<file path="config.mk">
export PLATFORM = sky130hd
export DESIGN_NAME = digit_scan_ctrl
export DESIGN_NICKNAME = d
export VERILOG_FILES = /design/src/rtl/scan_pkg.sv /design/src/rtl/scan_timer.sv /design/src/rtl/digit_scan_ctrl.sv
export SDC_FILE = /design/constraint.sdc
export NUM_CORES = 1
export LEC_CHECK = 0
export ABC_AREA = 1
export BUFFER_PORTS_ARGS = -buffer_cell sky130_fd_sc_hd__clkbuf_2
export CORE_AREA = 3 3 45 47
export DETAILED_ROUTE_END_ITERATION = 8
export DIE_AREA = 0 0 48 50
export SLEW_MARGIN = 20
export SYNTH_ARGS = -nofsm -noshare
export SYNTH_HDL_FRONTEND = slang
export SYNTH_SLANG_ARGS = --single-unit
</file>
<file path="constraint.sdc">
create_clock -name clk -period 2.3 [get_ports clk]
set_clock_uncertainty 0.05 [all_clocks]
set_input_delay 0.115 -clock clk [delete_from_list [all_inputs] [get_ports clk]]
set_output_delay 0.115 -clock clk [all_outputs]
set_load 0.02 [all_outputs]
</file>
<file path="src/rtl/scan_pkg.sv">
// -----------------------------------------------------------------------------
// scan_pkg
// Shared types and default timing constants for the digit scan controller.
//   scan_state_t      : controller state encoding (IDLE must stay at zero so
//                       the reset value of the state register is IDLE)
//   DEF_DWELL_CYCLES  : default cycles each digit is selected per visit
//   DEF_BLANK_CYCLES  : default blanking cycles between digits
// -----------------------------------------------------------------------------
package scan_pkg;

  typedef enum logic [1:0] {
    ST_IDLE  = 2'd0,
    ST_DWELL = 2'd1,
    ST_BLANK = 2'd2
  } scan_state_t;

  localparam int DEF_DWELL_CYCLES = 4;
  localparam int DEF_BLANK_CYCLES = 2;

endpackage : scan_pkg

</file>
<file path="src/rtl/scan_timer.sv">
// -----------------------------------------------------------------------------
// scan_timer
// Loadable down-counter that times one DWELL or BLANK period.
// Loading N-1 gives a period of exactly N cycles: done is high during the
// last cycle of the period (count == 0). The counter holds at zero when it
// is not reloaded.
//
// Ports
//   clk      : system clock, rising edge
//   rst_n    : asynchronous active-low reset, clears the count
//   load     : load load_val on the next rising edge (has priority)
//   load_val : value to load (period length minus one)
//   done     : count has reached zero
// -----------------------------------------------------------------------------
module scan_timer #(
  parameter int CNT_W = 3
) (
  input  logic             clk,
  input  logic             rst_n,
  input  logic             load,
  input  logic [CNT_W-1:0] load_val,
  output logic             done
);

  logic [CNT_W-1:0] count_q;

  // NOTE: sequential state is updated with non-blocking assignments only, so
  // every flop samples the values from before the edge.
  always_ff @(posedge clk or negedge rst_n) begin
    if (!rst_n) begin
      count_q <= '0;
    end else if (load) begin
      count_q <= load_val;
    end else if (count_q != '0) begin
      count_q <= count_q - 1'b1;
    end
  end

  assign done = (count_q == '0);

endmodule : scan_timer

</file>
<file path="src/rtl/digit_scan_ctrl.sv">
// -----------------------------------------------------------------------------
// digit_scan_ctrl
// Time-multiplexed scan controller for a 4-digit display driven through a
// 2-to-4 decoder. Each digit is selected for DWELL_CYCLES cycles. Masked
// digits still take their full dwell time so all lit digits get the same
// duty cycle.
//
// Build option
//   SCAN_BLANK_EN defined   : a BLANK period of BLANK_CYCLES cycles (en=0,
//                             sel held) separates consecutive digits.
//   SCAN_BLANK_EN undefined : dwell periods run back to back; BLANK_CYCLES
//                             only sizes the timer.
//
// Ports
//   clk        : system clock, rising edge
//   rst_n      : asynchronous active-low reset, forces IDLE and zero outputs
//   run        : level; 1 = scan, 0 = return to IDLE on the next edge
//   digit_mask : bit i = 1 lets digit i light
//   sel        : digit select (decoder x input), registered
//   en         : decoder enable, registered
//   frame_tick : one-cycle pulse on the first dwell cycle after a 3->0 wrap
//   busy       : high whenever the state is not IDLE, registered
// -----------------------------------------------------------------------------
module digit_scan_ctrl
  import scan_pkg::*;
#(
  parameter int DWELL_CYCLES = DEF_DWELL_CYCLES,
  parameter int BLANK_CYCLES = DEF_BLANK_CYCLES
) (
  input  logic       clk,
  input  logic       rst_n,
  input  logic       run,
  input  logic [3:0] digit_mask,
  output logic [1:0] sel,
  output logic       en,
  output logic       frame_tick,
  output logic       busy
);

  // Wide enough to hold the longer of the two period lengths.
  localparam int CNT_W =
    $clog2(((DWELL_CYCLES > BLANK_CYCLES) ? DWELL_CYCLES : BLANK_CYCLES) + 1);

  localparam logic [CNT_W-1:0] DWELL_LOAD = CNT_W'(DWELL_CYCLES - 1);
`ifdef SCAN_BLANK_EN
  localparam logic [CNT_W-1:0] BLANK_LOAD = CNT_W'(BLANK_CYCLES - 1);
`endif

  scan_state_t      state_q, state_d;
  logic [1:0]       sel_q, sel_d;
  logic             en_q, en_d;
  logic             tick_q, tick_d;
  logic             busy_q, busy_d;
  logic             tmr_load;
  logic [CNT_W-1:0] tmr_load_val;
  logic             tmr_done;

  scan_timer #(
    .CNT_W (CNT_W)
  ) u_timer (
    .clk      (clk),
    .rst_n    (rst_n),
    .load     (tmr_load),
    .load_val (tmr_load_val),
    .done     (tmr_done)
  );

  // Next-state and next-output logic. Outputs are computed from the next
  // state so that they can be registered with no extra cycle of latency.
  always_comb begin
    // NOTE: every signal gets a default before any branch, so no path through
    // this block can leave a value unassigned and infer a latch.
    state_d      = state_q;
    sel_d        = sel_q;
    tick_d       = 1'b0;
    tmr_load     = 1'b0;
    tmr_load_val = '0;

    if (!run) begin
      // Stop from any state: clear the timer so a restart is a full period.
      state_d      = ST_IDLE;
      sel_d        = 2'd0;
      tmr_load     = 1'b1;
      tmr_load_val = '0;
    end else begin
      unique case (state_q)
        ST_IDLE: begin
          state_d      = ST_DWELL;
          sel_d        = 2'd0;
          tmr_load     = 1'b1;
          tmr_load_val = DWELL_LOAD;
        end

        ST_DWELL: begin
          if (tmr_done) begin
`ifdef SCAN_BLANK_EN
            state_d      = ST_BLANK;
            tmr_load     = 1'b1;
            tmr_load_val = BLANK_LOAD;
`else
            sel_d        = sel_q + 2'd1;
            tick_d       = (sel_q == 2'd3);
            tmr_load     = 1'b1;
            tmr_load_val = DWELL_LOAD;
`endif
          end
        end

`ifdef SCAN_BLANK_EN
        ST_BLANK: begin
          if (tmr_done) begin
            state_d      = ST_DWELL;
            sel_d        = sel_q + 2'd1;
            tick_d       = (sel_q == 2'd3);
            tmr_load     = 1'b1;
            tmr_load_val = DWELL_LOAD;
          end
        end
`endif

        default: begin
          state_d = ST_IDLE;
          sel_d   = 2'd0;
        end
      endcase
    end

    // The mask is sampled every cycle, so a change shows on en one cycle later.
    en_d   = (state_d == ST_DWELL) && digit_mask[sel_d];
    busy_d = (state_d != ST_IDLE);
  end

  always_ff @(posedge clk or negedge rst_n) begin
    if (!rst_n) begin
      state_q <= ST_IDLE;
      sel_q   <= 2'd0;
      en_q    <= 1'b0;
      tick_q  <= 1'b0;
      busy_q  <= 1'b0;
    end else begin
      state_q <= state_d;
      sel_q   <= sel_d;
      en_q    <= en_d;
      tick_q  <= tick_d;
      busy_q  <= busy_d;
    end
  end

  assign sel        = sel_q;
  assign en         = en_q;
  assign frame_tick = tick_q;
  assign busy       = busy_q;

endmodule : digit_scan_ctrl

</file>
# After elaboration in Yosys (flattened, before gate mapping)

Cells that the tools add are included.
W data, S select, Z words.

Latch bits: 0
Memory bits (read-only): 0
Register bits after elaboration: 10
Output and inout bits: 5
Memories: 0
RAM bits: 0
Logic and storage cells: 36

Reductions and logical operators: 6
$mul: 0
Shifts and indexed selects: 0
Div/mod/pow operators: 0
Equal/unequal tests: 3
Add/sub/neg operators: 2
Magnitude comparators: 1
Bitwise gates (word level): 0
Multiplexer cells: 18

Operators with widths:

| kind                  | number |
|---|---|
| $mux W2               | 6 |
| $pmux W2 S2           | 2 |
| $mux W1               | 6 |
| $mux W3               | 2 |
| $eq A2 B1 Y1 const B  | 2 |
| $reduce_bool A2 Y1    | 2 |
| $logic_not A3 Y1      | 1 |
| $lt A2 B3 Y1 const B  | 1 |
| $reduce_bool A3 Y1    | 1 |
| $sub A3 B1 Y3 const B | 1 |
| $add A2 B1 Y2 const B | 1 |
| $bmux W1 S2           | 1 |
| $eq A2 B2 Y1 const B  | 1 |
| $logic_not A2 Y1      | 1 |
| $pmux W1 S2           | 1 |
| $logic_and A1 B1 Y1   | 1 |

# Logic depth before layout (Yosys ltp)

Gate-level depths: netlist of the first run.

Depth in word-level cells: 7
Gate-level depth with buffers: 10

# By module

From an unflattened synthesis of the first run, not the netlist that was laid out.

Cell total of the unflattened synthesis: 75
Area total of the unflattened synthesis: 580.6 um2

Modules (own cells, without submodules):

| module          | instances | cells an instance | sequential area each (um2) | area each (um2) |
|---|---|---|---|---|
| digit_scan_ctrl | 1         | 43                | 175.2                      | 372.9 |
| scan_timer      | 1         | 32                | 75.1                       | 207.7 |

# Worst setup path after synthesis of the first run

OpenSTA, ideal clock, no wires.

Path kind: register to register
Start: register u_timer.count_q[0]
End: register en_q, in the netlist en
Arrival time: 1.331 ns
Cell stages (with the launch flop): 11
Setup time: 0.073 ns
Required time: 2.177 ns
Path buffers: 0
Path slack: 0.846 ns
Cell sequence: dfrtp_1 -> inv_1 -> ha_1 -> ha_1 -> inv_2 -> nand2_2 -> nand2_1 -> nand2_1 -> nand2_1 -> nand3_1 -> a21oi_2

Longest elaborated chain between the ends: 7

Ends and longest elaborated chain:

| item                          | RTL line               | source |
|---|---|---|
| start: declaration            | scan_timer.sv:25       | `logic [CNT_W-1:0] count_q;` |
| start signal: assignment      | scan_timer.sv:33       | `count_q <= load_val;` |
| start signal: assignment      | scan_timer.sv:35       | `count_q <= count_q - 1'b1;` |
| $logic_not A3 Y1              | scan_timer.sv:39       | `assign done = (count_q == '0);` |
| $mux W2                       | digit_scan_ctrl.sv:95  | `if (tmr_done) begin` |
| $mux W2                       | digit_scan_ctrl.sv:86  | `unique case (state_q)` |
| $mux W2                       | digit_scan_ctrl.sv:79  | `if (!run) begin` |
| $bmux W1 S2                   | digit_scan_ctrl.sv:129 | `en_d = (state_d == ST_DWELL) && digit_mask[sel_d];` |
| $mux W1 (implied by the code) | digit_scan_ctrl.sv:129 |  |
| $logic_and A1 B1 Y1           | digit_scan_ctrl.sv:129 |  |
| via en_d                      | digit_scan_ctrl.sv:51  | `logic en_q, en_d;` |
| end signal: assignment        | digit_scan_ctrl.sv:143 | `en_q <= en_d;` |
| end: declaration              | digit_scan_ctrl.sv:51  |  |

The timed path passes the listed nets, and every way through them passes these cells. The select of a mux whose other input is x is not followed.
A chain may end at the register's enable or synchronous reset.

# Worst setup path in the final report of the first run

Start: register u_timer.count_q[0]
End: register en_q, in the netlist en

Longest elaborated chain between the ends: 7

Ends and longest elaborated chain:

| item                          | RTL line               | source |
|---|---|---|
| $logic_not A3 Y1              | scan_timer.sv:39       |  |
| $mux W2                       | digit_scan_ctrl.sv:95  |  |
| $mux W2                       | digit_scan_ctrl.sv:86  |  |
| $mux W2                       | digit_scan_ctrl.sv:79  |  |
| via sel_d[1]                  | digit_scan_ctrl.sv:50  | `logic [1:0] sel_q, sel_d;` |
| $bmux W1 S2                   | digit_scan_ctrl.sv:129 |  |
| $mux W1 (implied by the code) | digit_scan_ctrl.sv:129 |  |
| $logic_and A1 B1 Y1           | digit_scan_ctrl.sv:129 |  |
| via en_d                      | digit_scan_ctrl.sv:51  |  |

The timed path passes the listed nets, and every way through them passes these cells. The select of a mux whose other input is x is not followed.

==> results of run 1 <==
final cells by class:
class	count	area, um2
well taps	17	21.27
inverters	15	56.30
fillers	187	1070
flip-flops and latches	10	250.2
repair buffers	12	65.06
multi-input cells	33	190.2
clock buffers	4	36.28
layout by cell type, fill, tap and decap left out, drive strengths merged:
cell | netlist | final
inv | 15 | 15
clkbuf | 0 | 15
nand2 | 12 | 12
dfrtp | 10 | 10
a21oi | 6 | 6
nand3 | 5 | 5
ha | 3 | 3
nor2 | 2 | 2
o21ai | 2 | 2
nand3b | 1 | 1
xor2 | 1 | 1
dlygate4sd3 | 0 | 1
conb | 1 | 1
final timing paths:
path | slack [ps] | end | cells past startpoint | startpoint
max reg2reg | 690 | en | 8 | u_timer.count_q[0]
max | 690 | en | 8 | u_timer.count_q[0]
min in group asynchronous | 200 | u_timer.count_q[0] | 2 | rst_n
min reg2reg | 510 | u_timer.count_q[2] | 2 | state_q[1]
max in group asynchronous | 1790 | state_q[0] | 2 | rst_n
min | 80 | u_timer.count_q[0] | 3 | run
worst register-to-register path, stage by stage (launching register included):
cell and delay (ps):
dfrtp_1 360, inv_1 50, ha_1 190, ha_1 260, inv_2 140, nand2_1 90
a21oi_2 170, nand3_2 100, a21oi_2 130
cell usage after synthesis:
master / count / area [um2]
conb_1: 1 / 3.750
a21oi_1: 4 / 20.02
nand3b_1: 1 / 7.510
dfrtp_1: 10 / 250.2
a21oi_2: 2 / 17.52
inv_2: 1 / 3.750
nand2_2: 1 / 6.260
o21ai_0: 2 / 10.01
nor2_1: 2 / 7.510
ha_1: 3 / 37.54
nand3_2: 1 / 10.01
nand3_1: 4 / 20.02
inv_1: 14 / 52.55
nand2_1: 11 / 41.29
xor2_1: 1 / 8.760
per-layer routing:
layer / vias up / global-route usage / part of all wire
met3: 2 / 0.02190 / 0.062
li1: 208 / - / -
met2: 9 / 0.1432 / 0.48
met1: 167 / 0.09756 / 0.44
met4: 0 / 0.06726 / 0.016
met5: - / 0 / 0
per-stage QoR:
| step | power, mW | hold WS (ps) | instance area (um2) |
|---|---|---|---|
| final | 0.4495 | 80.00 | 619.3 |
| after global routing | 0.4800 | 92.02 | 619.3 |
| after CTS | 0.4558 | 73.14 | 619.3 |
| after detailed placement | 0.2984 | -53.68 | 573.1 |
| after global placement | 0.2985 | -54.69 | 573.1 |
| after floorplan | 0.2724 | -230.6 | 496.7 |
registers in the layout, indices dropped and copies added (netlist names):
name             flops
u_timer.count_q      3
busy                 1
sel                  2
state_q              2
frame_tick           1
en                   1
power groups by stage:
stage / clock, mW / sequential, mW / combinational [mW]
6_report: 0.154 / 0.197 / 0.0983
5_1_grt: 0.166 / 0.199 / 0.115
4_1_cts: 0.159 / 0.198 / 0.0993
3_5_place_dp: 0 / 0.201 / 0.0973
3_3_place_gp: 0 / 0.201 / 0.0972
2_1_floorplan: 0 / 0.202 / 0.0703
cell families after synthesis:
kind of cell,synth area share
xor+xnor,0.01764
fa+ha+maj,0.07557
simple gates,0.1864
other cells,0.007549
flops,0.5038
compound gates,0.09573
buf+inv,0.1133
==> results.md, run 1 <==
- Antenna cells: 0
- Hpwl dp: 726.8 um
- Total clock sinks: 10
- Crit path kind: flip-flop to flip-flop
- Psw: 0.1259 mW
- CTS Root Cell: clkbuf_4
- Syn avg cell area: 8.564 um2
- Maximum vdd drop: roughly 0.24 mV
- Share of the yosys chip area belonging to registers: 0.5038
- Total core area: approximately 0.0017 mm2
- Placed Cells: 86
- Synth Instances: 58
- CP max-delay cell: dfrtp_1
- Worst-skew pair later-pin latency: 260 ps
- Final Hold Vio Count: 0
- Initial antenna violation count: 0
- # rows: 15
- Largest stage delay on the critical path: about 360 ps
- Share of post-route cells with drive strength above 1: 0.2703
- Status: complete, no violations
- Crit path DAT: about 1800 ps
- Largest net degree at the start of global routing: 11
- Drt via density: roughly 4.2
- Final Setup Violations: 0
- # port buffers: 11
- Max Clk Rate: 623.1 MHz
- Maxcap violations: 0
- Mapped cell area: 496.7 um2
- Total wire length: 888 um
- Startpoint types: flip-flop
- DRC violations left: 0
- Setup slack after layout: 695.0 ps
- Critical Path RT: 2440 ps
- Nets@finish: 85
- Hold Buf Count CTS: 1
- Post-synthesis cell type count: 15
- Sequential share of power: 0.439
- Ordered list of cells on the worst path: inv_1 > ha_1 > ha_1 > inv_2 > nand2_1 > a21oi_2 > nand3_2 > a21oi_2
- Vias in the first global route: 413
- Die Span Y: 50 um
- H-tree levels: 1
- DRT Pass-1 Iters: 2
- CTS tree: done
- Setup repair after global routing missed its margin: no
- 1st-iter DRT viols: 4
- Switching Share: 0.2801
- Hold Crit Class: input port to flip-flop
- Synthesis-stage register bit count: 10
- CTS clk-pin slew, worst paths: 60 ps
- Remaining antenna violation count: 0
- Internal power: 0.3236 mW
- Maximum fanout along the worst path: 7
- Fin crit share: 0.6978
- CP top delay family: adder cells
- Total Routing Usage GR: 0.09047
- Pwr dens: 725.7 mW/mm2
- Core Util, Final: 0.3667
- Layout Area Growth over Synthesis: 24.69%
- Post_cts resized: 0
- Setup TNS: 0 ps
- Grt ovf: 0
- Post-CTS setup buffers: 0
- Total CTS buffers: 3
- Clock share of power: 0.342
- Longest Clk Path Bufs: 2
- Leak Pwr: 0.3653 nW
- IO Pins: 12
- Crit. End Element: flip-flop
- Final GP Congestion: 0.8000
- Die width: 48 um
- Routed WL per cell: around 9.8 um
- Period minus WS final: 1605 ps
- Non-filler instance count after layout: 91
- Combinational power share: 0.219
- Buf/Inv on CP: 2
- Max-slew violations: 0
- DR vias: 386
- Syn nets: 68
- Initial core utilization: 0.2941
- First-pass GRT wire length: 1518 um
- DP Worst Slack: 697.3 ps
- Synth warn: 0
- DIE AREA: 0.002400 mm2
(Power assumes the default switching activity.)
==> inputs of run 2 (changes only) <==
Settings changed: ABC_AREA 1 to 0, CORE_AREA 3 3 45 47 to 3 3 46 48, DIE_AREA 0 0 48 50 to 0 0 49 51.
Clock period 2.3 ns to 1.5 ns, I/O delays scaled along.
==> run 2 against run 1 <==
The run now ends with setup timing left. Largest power group unchanged. Clock power grew 58%. Die area increased by 4.1%. Total power rose by 87%. Critical endpoint unchanged. Area after synthesis is 2.0% higher. Non-clock buffer count up 5.
==> results.md, run 2 <==
- Total Routing Usage GR: 0.08936 (-0.001102)
- Met1 Use GR: 0.1071 (+0.009517)
- Synth area leaders: dfrtp_1 49%, ha_1 7.4%, nor2b_1 6.2%
- Remaining antenna violation count: 0 (unchanged)
- Combinational power share: 0.348 (+0.129)
- Most frequent cells in the layout: 11 x clkbuf_2, 10 x dfrtp_1, 5 x nor2b_1, 4 x buf_4
- RR Endpoint: en
- Synthesis-stage register bit count: 10 (unchanged)
- Synth top cells by count: 10 x dfrtp_1, 5 x nor2b_1, 3 x ha_1, 3 x inv_1, 3 x nand2_1
- Sequential share of power: 0.361 (-0.078)
- Layout Area Growth over Synthesis: 39.51%
- IO Pins: 12 (unchanged)
- Final GP Congestion: 0.6655 (-17%)
- Worst r2r path cells: 7 (-1)
- Max-slew violations: 0 (unchanged)
- Drt via density: 4.193 (-1.1%)
- Count leader, synth: dfrtp_1
- Total CTS buffers: 3 (unchanged)
- CP Capture Point: en
- DP Worst Slack: -237.3 ps (-934.6 ps)
- Syn nets: 53 (-22%)
- Grt ovf: 0 (unchanged)
- First-pass GRT wire length: 1545 um (+1.8%)
- Final Setup Violations: 1 (+1)
- Syn avg cell area: 11.78 um2 (+38%)
- Worst-skew pair later-pin latency: 270 ps (about the same)
- Final Hold Vio Count: 0 (unchanged)
- Max Clk Rate: 599.2 MHz (-3.8%)
- Die width: 49 um (+2.1%)
- Die Span Y: 51 um (+2.0%)
- Nets@finish: 74 (-13%)
- Initial core utilization: 0.2903 (-0.003751)
- Synth Instances: 43 (-26%)
- Setup slack after layout: -168.9 ps (-863.9 ps)
- Setup TNS: -168.9 ps (-168.9 ps)
- Share of post-route cells with drive strength above 1: 0.4444 (+0.1742)
- H-tree levels: 1 (unchanged)
- Hold wc startpoint: run
- DRC violations left: 0 (unchanged)
- Placed Area: 616.8 um2 (+7.6%)
- Fin area: 706.9 um2 (+14%)
- Routed WL per cell: 10.47 um (+7.3%)
- Synth area leader: dfrtp_1
- # rows: 15 (unchanged)
- Vias in the first global route: 346 (-16%)
- CTS clk-pin slew, worst paths: 70 ps (about the same)
- CTS tree: done
- Maximum fanout along the worst path: 2 (-5)
- Switching Share: 0.2830 (+0.002916)
- Maxcap violations: 0 (unchanged)
- Max reg flops: 3 (unchanged)
- CTS Root Cell: clkbuf_4
- Crit path DAT: 1780 ps (+30 ps)
- Failing checks: setup timing
- Total core area: 0.001745 mm2 (+3.3%)
- Crit path kind: flip-flop to flip-flop
- Worst Hold Depth: 3 (unchanged)
- Core Util, Final: 0.4050 (+0.03835)
- Status: finished, violations left
- Biggest register: u_timer.count_q
- Worst R2R Setup Slack: -170 ps (-860 ps)
- Worst Hold Slack: 30.02 ps (-49.98 ps)
- Largest net degree at the start of global routing: 11 (unchanged)
- Synth top area share: 0.4938 (-0.009951)
- Post-synthesis cell type count: 21 (+6)
- Met3 Track Usage GR: 0.05248 (+0.03058)
- Hold Crit Class: input port to flip-flop
- Synth warn: 0 (unchanged)
- Most used DFF post-synth: dfrtp_1
- Asr flop ratio synth: 1.000 (unchanged)
- Maximum vdd drop: 0.5700 mV (+140%)
- Total clock sinks: 10 (unchanged)
- Critical Path RT: 1610 ps (-830 ps)
- Met2 usage: 0.1199 (-0.02326)
- Filler Cell Count: 177 (-5.3%)
- Total wire length: 921 um (+3.7%)
- Placed Cells: 82 (-4.7%)
- Pwr dens: 1188 mW/mm2 (+64%)
- Share of the yosys chip area belonging to registers: 0.4938 (-0.009951)
- Internal power: 0.6022 mW (+86%)
- Leak Pwr: 0.3536 nW (-3.2%)
- # port buffers: 11 (unchanged)
- Most used routing layer: met2
- Commonest non-fill, non-tap cell in the layout: clkbuf_2
- Psw: 0.2377 mW (+89%)
- DIE AREA: 0.002499 mm2 (+4.1%)
- Critical path origin: u_timer.count_q[1]
- Setup repair after global routing missed its margin: yes
- Initial antenna violation count: 0 (unchanged)
- EDFF count, synth: 0 (unchanged)
- Hpwl dp: 676.5 um (-6.9%)
- DRT Pass-1 Iters: 4 (+2)
- Period minus WS final: 1669 ps (+63.94 ps)
- Non-filler instance count after layout: 88 (-3.3%)
- Mapped cell area: 506.7 um2 (+2.0%)
- 1st-iter DRT viols: 3 (-1)
- Longest Clk Path Bufs: 2 (unchanged)
- Worst r2r src: u_timer.count_q[1]
- Crit. End Element: flip-flop
- Total Power: 0.8400 mW (+87%)
- Clock share of power: 0.291 (-0.051)
- Antenna cells: 0 (unchanged)
- Fin crit share: 1.113 (+0.4148)
- Startpoint types: flip-flop
- DR vias: 369 (-4.4%)
## run 2: changes by cell type after synthesis, sizes merged, moves of 2 or more
cell   before  now
inv        15    3
nand3       5    0
nand2      12    3
mux2i       0    2
a21oi       6    1
nor2b       0    5
## run 2: critical path, cell delays in order, from the launching register on
cell and delay (ps):
dfrtp_1 360, inv_2 50, ha_4 160, ha_4 170
xnor2_4 130, nor2_4 110, mux2_4 300, o211a_1 200
## run 2: timing repair
action / in CTS / in global routing
pin swaps: 4 / 5
endpoints found under the setup margin: 3 / 3
buffers inserted: 0 / 1
endpoints found under the hold margin: 10 / 0
gates resized for setup: 2 / 6
cloned: 0 / 0
hold buffers: 1 / 0
## run 2: worst min path at each step
stage	end	slack (ps)
after global placement	sel[1]	-100
after floorplan	busy	-270
after detailed placement	sel[0]	-90
final	u_timer.count_q[0]	30
after CTS	u_timer.count_q[0]	20
after global routing	u_timer.count_q[0]	10
## run 2: cells by family after synthesis
group	count (synthesis)	synth area share
AOI/OAI and AO/OA	5	0.06913
DFF	10	0.4938
adders and majority gates	3	0.07408
xor gates and xnor gates	2	0.07162
buffers and inverters	4	0.04444
other	1	0.007400
muxes	3	0.06913
and+or+nand+nor	15	0.1704
## run 2: routing by layer
layer	wire, um	up-vias
met2	457	10
met1	397	174
met4	13	0
met3	53	2
li1	-	183
met5	0	-
## run 2: area by class of cell
class,count,area [um2],area share
Multi-Input combinational cell,29,271.5,0.3841
Sequential cell,10,250.2,0.3540
Timing Repair Buffer,17,106.4,0.1504
Clock buffer,4,36.28,0.05133
Tap cell,25,31.28,0.04425
Inverter,3,11.26,0.01593
## run 2: power by group through the flow
| stage | combinational [mW] | clock [mW] | sequential (mW) |
|---|---|---|---|
| 2_1_floorplan | 0.155 | 0 | 0.311 |
| 3_3_place_gp | 0.216 | 0 | 0.306 |
| 3_5_place_dp | 0.220 | 0 | 0.306 |
| 4_1_cts | 0.241 | 0.256 | 0.301 |
| 5_1_grt | 0.323 | 0.274 | 0.306 |
| 6_report | 0.293 | 0.244 | 0.303 |
